--- config.mk ---
export PLATFORM = sky130hd
export DESIGN_NAME = rk4_result_tx
export DESIGN_NICKNAME = d
export VERILOG_FILES = /design/src/rtl/rk4_uart_pkg.sv /design/src/rtl/uart_tx_byte.sv /design/src/rtl/rk4_result_tx.sv
export SDC_FILE = /design/constraint.sdc
export NUM_CORES = 1
export LEC_CHECK = 0
export ABC_AREA = 1
export CAP_MARGIN = 20
export CORE_UTILIZATION = 56
export DETAILED_ROUTE_END_ITERATION = 7
export PLACE_DENSITY = 0.8
export SYNTH_ARGS = -nofsm -noshare
export SYNTH_HDL_FRONTEND = slang
export SYNTH_HIERARCHICAL = 1
export SYNTH_SLANG_ARGS = --single-unit
--- constraint.sdc ---
create_clock -name clk -period 2.1 [get_ports clk]
set_clock_uncertainty 0.2 [all_clocks]
set_input_delay 0.42 -clock clk [delete_from_list [all_inputs] [get_ports clk]]
set_output_delay 0.42 -clock clk [all_outputs]
set_load 0.02 [all_outputs]
--- src/rtl/rk4_uart_pkg.sv ---
// Shared UART link definitions for the RK4 result transmitter.
package rk4_uart_pkg;

  typedef enum logic [1:0] {
    IDLE,
    START,
    DATA,
    STOP
  } tx_state_t;

  localparam int unsigned UART_DATA_BITS       = 8;
  localparam logic        UART_IDLE_LEVEL      = 1'b1;
  localparam int unsigned CLKS_PER_BIT_DEFAULT = 434;

endpackage

--- src/rtl/uart_tx_byte.sv ---
// Single-byte 8N1 serializer; accepts the next byte in the last stop-bit cycle so
// consecutive frames chain with no gap.
module uart_tx_byte
  import rk4_uart_pkg::*;
#(
  parameter int unsigned CLKS_PER_BIT = CLKS_PER_BIT_DEFAULT
) (
  input  logic                      clk_i,
  input  logic                      rst_i,
  input  logic [UART_DATA_BITS-1:0] byte_data_i,
  input  logic                      byte_valid_i,
  output logic                      byte_ready_o,
  output logic                      tx_o
);

  localparam int unsigned     CntW     = $clog2(CLKS_PER_BIT);
  localparam logic [CntW-1:0] BaudLast = CntW'(CLKS_PER_BIT - 1);
  localparam logic [2:0]      BitLast  = 3'(UART_DATA_BITS - 1);

  tx_state_t                 state_q;
  logic [CntW-1:0]           baud_q;
  logic [2:0]                bit_q;
  logic [UART_DATA_BITS-1:0] shift_q;
  logic                      tx_q;
  logic                      baud_done;

  assign baud_done    = (baud_q == BaudLast);
  assign byte_ready_o = (state_q == IDLE) || ((state_q == STOP) && baud_done);
  assign tx_o         = tx_q;

  always_ff @(posedge clk_i or posedge rst_i) begin
    if (rst_i) begin
      state_q <= IDLE;
      baud_q  <= '0;
      bit_q   <= '0;
      shift_q <= '0;
      tx_q    <= UART_IDLE_LEVEL;
    end else begin
      case (state_q)
        IDLE: begin
          baud_q <= '0;
          if (byte_valid_i) begin
            shift_q <= byte_data_i;
            bit_q   <= '0;
            tx_q    <= ~UART_IDLE_LEVEL;
            state_q <= START;
          end else begin
            tx_q <= UART_IDLE_LEVEL;
          end
        end
        START: begin
          if (baud_done) begin
            baud_q  <= '0;
            tx_q    <= shift_q[0];
            state_q <= DATA;
          end else begin
            baud_q <= baud_q + 1'b1;
          end
        end
        DATA: begin
          if (baud_done) begin
            baud_q <= '0;
            if (bit_q == BitLast) begin
              bit_q   <= '0;
              tx_q    <= UART_IDLE_LEVEL;
              state_q <= STOP;
            end else begin
              // Next bit is presented from shift_q[1] on the same edge the shift happens.
              bit_q   <= bit_q + 1'b1;
              shift_q <= {1'b0, shift_q[UART_DATA_BITS-1:1]};
              tx_q    <= shift_q[1];
            end
          end else begin
            baud_q <= baud_q + 1'b1;
          end
        end
        STOP: begin
          if (baud_done) begin
            baud_q <= '0;
            if (byte_valid_i) begin
              shift_q <= byte_data_i;
              tx_q    <= ~UART_IDLE_LEVEL;
              state_q <= START;
            end else begin
              tx_q    <= UART_IDLE_LEVEL;
              state_q <= IDLE;
            end
          end else begin
            baud_q <= baud_q + 1'b1;
          end
        end
        default: begin
          baud_q  <= '0;
          tx_q    <= UART_IDLE_LEVEL;
          state_q <= IDLE;
        end
      endcase
    end
  end

endmodule

--- src/rtl/rk4_result_tx.sv ---
// Sends each accepted RK4 result word as WORD_BYTES back-to-back 8N1 frames,
// most-significant byte first.
module rk4_result_tx
  import rk4_uart_pkg::*;
#(
  parameter int unsigned CLKS_PER_BIT = CLKS_PER_BIT_DEFAULT,
  parameter int unsigned WORD_BYTES   = 4
) (
  input  logic                    clk,
  input  logic                    rst,
  input  logic [8*WORD_BYTES-1:0] word_data,
  input  logic                    word_valid,
  output logic                    word_ready,
  output logic                    uart_tx,
  output logic                    busy
);

  localparam int unsigned     WordW   = UART_DATA_BITS * WORD_BYTES;
  localparam int unsigned     IdxW    = (WORD_BYTES > 1) ? $clog2(WORD_BYTES) : 1;
  localparam logic [IdxW-1:0] IdxLast = IdxW'(WORD_BYTES - 1);

  logic [WordW-1:0]          word_q;
  logic [IdxW-1:0]           idx_q;
  logic                      busy_q;
  logic                      ready_q;

  logic                      accept;
  logic                      more_bytes;
  logic                      byte_valid;
  logic                      byte_ready;
  logic [IdxW-1:0]           next_sel;
  logic [UART_DATA_BITS-1:0] byte_data;

  assign accept     = ready_q && word_valid;
  assign more_bytes = busy_q && (idx_q != IdxLast);

  // The first byte comes straight from word_data so the start bit begins on the
  // handshake edge; later bytes come from the latched word.
  always_comb begin
    next_sel   = '0;
    if (more_bytes) begin
      next_sel = IdxLast - idx_q - 1'b1;
    end
    byte_valid = accept || more_bytes;
    if (accept) begin
      byte_data = word_data[WordW-1 -: UART_DATA_BITS];
    end else begin
      byte_data = word_q[UART_DATA_BITS * next_sel +: UART_DATA_BITS];
    end
  end

  always_ff @(posedge clk or posedge rst) begin
    if (rst) begin
      word_q  <= '0;
      idx_q   <= '0;
      busy_q  <= 1'b0;
      ready_q <= 1'b0;
    end else if (accept) begin
      word_q  <= word_data;
      idx_q   <= '0;
      busy_q  <= 1'b1;
      ready_q <= 1'b0;
    end else if (busy_q && byte_ready) begin
      // byte_ready while busy marks the final cycle of a stop bit.
      if (more_bytes) begin
        idx_q <= idx_q + 1'b1;
      end else begin
        busy_q  <= 1'b0;
        ready_q <= 1'b1;
      end
    end else if (!busy_q) begin
      ready_q <= 1'b1;
    end
  end

  assign word_ready = ready_q;
  assign busy       = busy_q;

  uart_tx_byte #(
    .CLKS_PER_BIT(CLKS_PER_BIT)
  ) u_tx_byte (
    .clk_i       (clk),
    .rst_i       (rst),
    .byte_data_i (byte_data),
    .byte_valid_i(byte_valid),
    .byte_ready_o(byte_ready),
    .tx_o        (uart_tx)
  );

endmodule

==> impl_results.md, run 1 <==
- Final min period: 2070 ps
- DP HPWL: 5190 um
- Largest net degree at the start of global routing: 37
- Initial antenna violation count: 0
- Buf/Inv on CP: 1
- CP max FO: 4
- Sequential standard cell area: 1480 sq um
- Worst-path clk slew: 70 ps
- F_max: 483 MHz
- Drt pass-1 iters: 5
- Synth Area per Inst: 7.57 sq um
- Status: finished, final reports clean
- DR iter-0 viols: 216
- # IOs: 38
- Pwr/cell area: 548 nW/um^2
- Clock buffer count from CTS: 9
- Crit Path Category: reg2out
- LEAKAGE: 2.16 nW
- Period utilization: 0.985
- Worst hold path class: in2async
- Vias per std cell: 5.26
- Crit path max-delay family: buffers and inverters
- Final Cell Area: 3920 sq um
- Flops & latches, synth: 59
- Initial Utilization: 0.585
- Placed Area: 3730 sq um
- Reg2reg end: u_tx_byte/shift_q[4]$_DFFE_PP0P_
- Sequential fraction of the synthesis area: 0.453
- Clk sink count: 59
- CTS tree: built
- Area occupied by multi-input gates: 1500 sq um
- Critical-path top delay cell: clkdlybuf4s50_1
- RSZ-0062 raised after global routing: false
- Total track usage: 0.270
- Relative slew slack: 0.685
- Die Height: 78.3 um
- Hold-fix buffers, CTS: 0
- Fillers: 481
- Port buffer count: 37
- Vias after detailed routing: 2942
- Critical Path Sink Type: output pin
- Clock Tree Buf Depth: 2
- Full die area: 6140 sq um
- Critical-path cell list: clkdlybuf4s50_1
- Drt drc: 0
- Slew Viols, Final: 0
- DIE WIDTH: 78.3 um
- Hold Vio Cnt, Final: 0
- Placed cells: 540
- Core area: 5570 sq um
- Post-DRT Antenna Nets: 0
- Vias in the first global route: 2959
- Grt met3 use: 0.0512
- Diode count: 0
- M1 GR Usage: 0.362
- Worst path arrival time: 1450 ps
- Grt total ovfl: 0
- Tightest Pin Transition: 472 ps
- Critical Path RT: 1480 ps
- Top Usage Layer GRT: met2
- Instance count of the mapped netlist: 431
- Routed wire per std cell: 13.1 um
- VDD IR max: 0.433 mV
- Worst reg2reg path depth: 9
- Setup violators final: 0
- Final std cells w/o fill: 559
- Share of cells above drive strength 1: 0.109
- Synth Net Count: 477
- Yosys warns: 6
- Final net count: 528
- Detailed Route WL: 7330 um
- R2r setup slk: 180 ps
- Clock latency on the worst-skew pair: 330 ps
- CTS root buf: clkbuf_8
- # rows: 27
- Crit start category: flop
- Reg2reg start: idx_q[0]$_DFFE_PP0P_
- H-Tree Depth: 3
- First-pass GRT wire length: 13000 um
- Slowest stage delay, CP: 660 ps
- P&R area growth vs syn: 20.2%
- Max-Cap Viols: 0
- Routability congestion estimate: 0.827
- Synth cell types: 30
- Syn Std Cell Area: 3260 sq um
- M2 GR Usage: 0.427
cells in the final DEF, fill, tap and decap left out, types with 2 or more instances in the layout:
master and n:
ha_1 11, o21ai_0 20, inv_1 41, inv_2 4, clkbuf_1 3, nand2_4 5, nand2_2 3, nand4_1 21
a21oi_1 4, nor2_1 17, dfrtp_1 58, nor2_2 2, nand3_1 36, clkdlybuf4s50_1 36, clkinv_2 2, nor3_1 2
nand2_1 180, nor2_4 2, buf_4 17, clkbuf_8 11
Yosys cell counts, drive strengths merged:
cell type | number | area share
o211ai | 1 | 0.0023
nor3 | 2 | 0.0031
a21oi | 4 | 0.0061
ha | 11 | 0.042
clkinv | 1 | 0.0027
nand4 | 21 | 0.040
nand3b | 1 | 0.0023
nand3 | 37 | 0.058
dfrtp | 58 | 0.44
nand2 | 189 | 0.24
inv | 46 | 0.054
nor2 | 21 | 0.030
o21ai | 21 | 0.033
or2 | 1 | 0.0019
o22ai | 1 | 0.0019
buf | 12 | 0.028
dfstp | 1 | 0.0081
a31oi | 1 | 0.0019
clkbuf | 2 | 0.0023
power by group:
group	total, W	internal, W	leakage (nW)	switching (W)
registers	0.00114	0.00114	0.670	0
clock network	0.000925	0.000490	0.0905	0.000435
logic	0.0000882	0.0000572	1.40	0.0000310
per-layer routing:
layer	share of wire	vias up
li1	-	1464
met1	0.45	1354
met2	0.47	109
met3	0.060	15
met4	0.018	0
met5	0	-
worst min-delay path, stage by stage:
cell and delay, ps:
clkdlybuf4s50_1 420, inv_1 60, buf_4 290
what timing repair did:
| item | CTS | global route |
|---|---|---|
| endpoints found under the setup margin | 1 | 5 |
| pin swaps | 0 | 1 |
| cloned | 0 | 0 |
| buffers inserted | 0 | 3 |
| gates resized for setup | 1 | 0 |
cells by family (layout without fill, tap and decap cells):
group                      count (synthesis)  in the layout  synth area share
and+or+nand+nor                          272            272             0.372
DFF                                       59             59             0.453
adders and majority gates                 11             11            0.0422
AOI/OAI and AO/OA                         28             28            0.0456
buffers and inverters                     61            117            0.0870
final cells by class:
class	count	share of cell area
multi-input combinational	311	0.383
clock buffer	14	0.0415
tap	72	0.0230
sequential	59	0.377
timing repair buffer	54	0.127
inverter	47	0.0469
clock inverter	2	0.00255
worst max-delay path by stage:
stage                                       from                          endpoint  slack (ps)  depth (start not counted)
after floorplan           word_ready$_DFFE_PP0P_  u_tx_byte/shift_q[0]$_DFFE_PP0P_         270                         10
after global placement                word_valid  u_tx_byte/shift_q[0]$_DFFE_PP0P_           6                         10
after detailed placement              word_valid  u_tx_byte/shift_q[4]$_DFFE_PP0P_         -80                         10
after CTS                       busy$_DFFE_PP0P_                              busy          20                          1
after global routing            busy$_DFFE_PP0P_                              busy         0.4                          1
final                           busy$_DFFE_PP0P_                              busy          30                          1
sequential cells by signal (all words and copies together), names as in the netlist:
register / cells
busy: 1
u_tx_byte/baud_q: 9
u_tx_byte/bit_q: 3
u_tx_byte/state_q: 2
idx_q: 2
word_ready: 1
word_q: 32
u_tx_byte/tx_o: 1
u_tx_byte/shift_q: 8
per-stage QoR:
step           utilization  setup TNS, ps  power (W)  hold slack, ps  setup slack [ps]
3_5_place_dp         0.669           -556    0.00125             259             -79.9
3_3_place_gp         0.669              0    0.00125             259              5.91
4_1_cts              0.700              0    0.00217             261              15.6
6_report             0.704              0    0.00215             260              31.3
5_1_grt              0.704              0    0.00222             288             0.417
2_1_floorplan            -              0    0.00117             221               275
Power figures use the tool's default switching activity.
==> inputs of run 2 (changes only) <==
==> constraint.sdc (replaced) <==
create_clock -name clk -period 2.1 [get_ports clk]
set_clock_uncertainty 0.2 [all_clocks]
set_input_delay 0.21 -clock clk [delete_from_list [all_inputs] [get_ports clk]]
set_output_delay 0.21 -clock clk [all_outputs]
set_load 0.02 [all_outputs]
==> run 2 against run 1 <==
Cell area down 0.45%. Clock-buffer cell count down 1. Hold slack worse by 190 ps. Flip-flop and latch count unchanged. Total power up 1.0%. Via count down 1.7%. Die area unchanged. Sequential power about the same. Register-to-register slack about the same.
==> impl_results.md, run 2 (same netlist as run 1, synthesis figures left out) <==
- Clock buffer count from CTS: 9
- Top Registers: word_q x32, u_tx_byte/baud_q x9, u_tx_byte/shift_q x8
- Grt total ovfl: 0
- Max-Cap Viols: 0
- Drt drc: 0
- P&R area growth vs syn: 19.7%
- DIE WIDTH: 78.3 um
- Top Usage Layer GRT: met2
- Critical Path Sink Type: flop
- Hold-fix buffers, CTS: 0
- CP max FO: 8
- VDD IR max: 0.627 mV
- Power, Total: 0.00217 W
- Clk sink count: 59
- Crit start category: flop
- Hold Vio Cnt, Final: 0
- Core area: 5570 sq um
- # rows: 27
- Critical Path RT: 2130 ps
- Port buffer count: 37
- Setup violators final: 0
- Routability congestion estimate: 0.820
- RSZ-0062 raised after global routing: false
- Grt met3 use: 0.0791
- CTS tree: built
- Placed Area: 3710 sq um
- Reg2reg end: u_tx_byte/shift_q[6]$_DFFE_PP0P_
- M1 GR Usage: 0.340
- First-pass GRT wire length: 12300 um
- Vias after detailed routing: 2891
- Full die area: 6140 sq um
- Post-DRT Antenna Nets: 0
- Status: finished, final reports clean
- DR iter-0 viols: 180
- Total track usage: 0.260
- Share of cells above drive strength 1: 0.102
- Reg2reg start: u_tx_byte/state_q[0]$_DFFE_PP0P_
- Worst-path clk slew: 60 ps
- Vias in the first global route: 2766
- Tightest Pin Transition: 451 ps
- Final net count: 523
- DP HPWL: 4890 um
- M2 GR Usage: 0.409
- Initial Utilization: 0.585
- LEAKAGE: 2.13 nW
- Crit Path Category: reg2reg
- Area occupied by multi-input gates: 1500 sq um
- # IOs: 38
- Fillers: 421
- Relative slew slack: 0.700
- Die Height: 78.3 um
- Commonest non-fill, non-tap cell in the layout: nand2_1
- Final min period: 1930 ps
- Final Cell Area: 3910 sq um
- Most frequent cells in the layout: 180 x nand2_1, 58 x dfrtp_1, 41 x inv_1
- Worst hold path class: in2async
- Pwr/cell area: 556 nW/um^2
- Final std cells w/o fill: 553
- Detailed Route WL: 7080 um
- H-Tree Depth: 3
- Worst reg2reg path depth: 7
- Biggest register: word_q
- Slew Viols, Final: 0
- Placed cells: 536
- Setup_tns: 0 ps
- Vias per std cell: 5.23
- Clock Tree Buf Depth: 2
- CTS root buf: clkbuf_8
- Largest net degree at the start of global routing: 50
- Drt pass-1 iters: 5
- Sequential standard cell area: 1480 sq um
- Routed wire per std cell: 12.8 um
- Clock latency on the worst-skew pair: 330 ps
- Initial antenna violation count: 0
- F_max: 517 MHz
- Diode count: 0
- R2r setup slk: 170 ps
- Worst path arrival time: 1970 ps
- Max FFs per register: 32
- Period utilization: 0.921
[run 2: routing by layer]
layer	routed length, um	vias to the layer above
met3	400	10
met4	89	0
met5	0	-
met1	3320	1349
met2	3270	80
li1	-	1452
[run 2: power by group]
part / switching [W] / internal [W] / leakage [nW] / total, W
Combinational: 0.0000310 / 0.0000573 / 1.37 / 0.0000882
Sequential: 0 / 0.00114 / 0.670 / 0.00114
Clock: 0.000432 / 0.000515 / 0.0953 / 0.000947
[run 2: layout make-up]
class | count | area share
Clock inverter | 2 | 0.00256
Inverter | 47 | 0.0471
Timing Repair Buffer | 49 | 0.121
Sequential cell | 59 | 0.378
Tap cell | 72 | 0.0231
Clock buffer | 13 | 0.0433
Multi-Input combinational cell | 311 | 0.384
[run 2: repair_timing]
item	CTS	global route
endpoints found under the hold margin	0	0
endpoints found under the setup margin	0	4
setup buffers	0	2
gates resized for setup	0	1
[run 2: worst max-delay path: stages, from the launching register on]
cell,delay [ps]
dfrtp_1,450
inv_1,120
ha_1,310
o21ai_0,350
nor2_4,120
buf_4,160
nand3_1,70
nand2_1,50
[run 2: how the worst max path moves through the flow]
| stage | startpoint | end | slack (ps) | cells past startpoint |
|---|---|---|---|---|
| 2_1_floorplan | word_ready$_DFFE_PP0P_ | u_tx_byte/shift_q[0]$_DFFE_PP0P_ | 270 | 10 |
| 3_3_place_gp | word_valid | u_tx_byte/shift_q[4]$_DFFE_PP0P_ | 190 | 10 |
| 3_5_place_dp | word_valid | u_tx_byte/shift_q[0]$_DFFE_PP0P_ | 120 | 10 |
| 4_1_cts | u_tx_byte/baud_q[1]$_DFF_PP0_ | idx_q[0]$_DFFE_PP0P_ | 130 | 9 |
| 5_1_grt | u_tx_byte/state_q[0]$_DFFE_PP0P_ | u_tx_byte/shift_q[5]$_DFFE_PP0P_ | 20 | 8 |
| 6_report | u_tx_byte/state_q[0]$_DFFE_PP0P_ | u_tx_byte/shift_q[6]$_DFFE_PP0P_ | 170 | 7 |
[run 2: metrics by stage]
stage | hold slack [ps] | util | setup slack, ps
floorplan | 11.2 | - | 275
global placement | 260 | 0.666 | 189
detailed placement | 263 | 0.666 | 118
CTS | 70.3 | 0.698 | 133
global route | 104 | 0.701 | 23.3
finish | 65.7 | 0.701 | 165
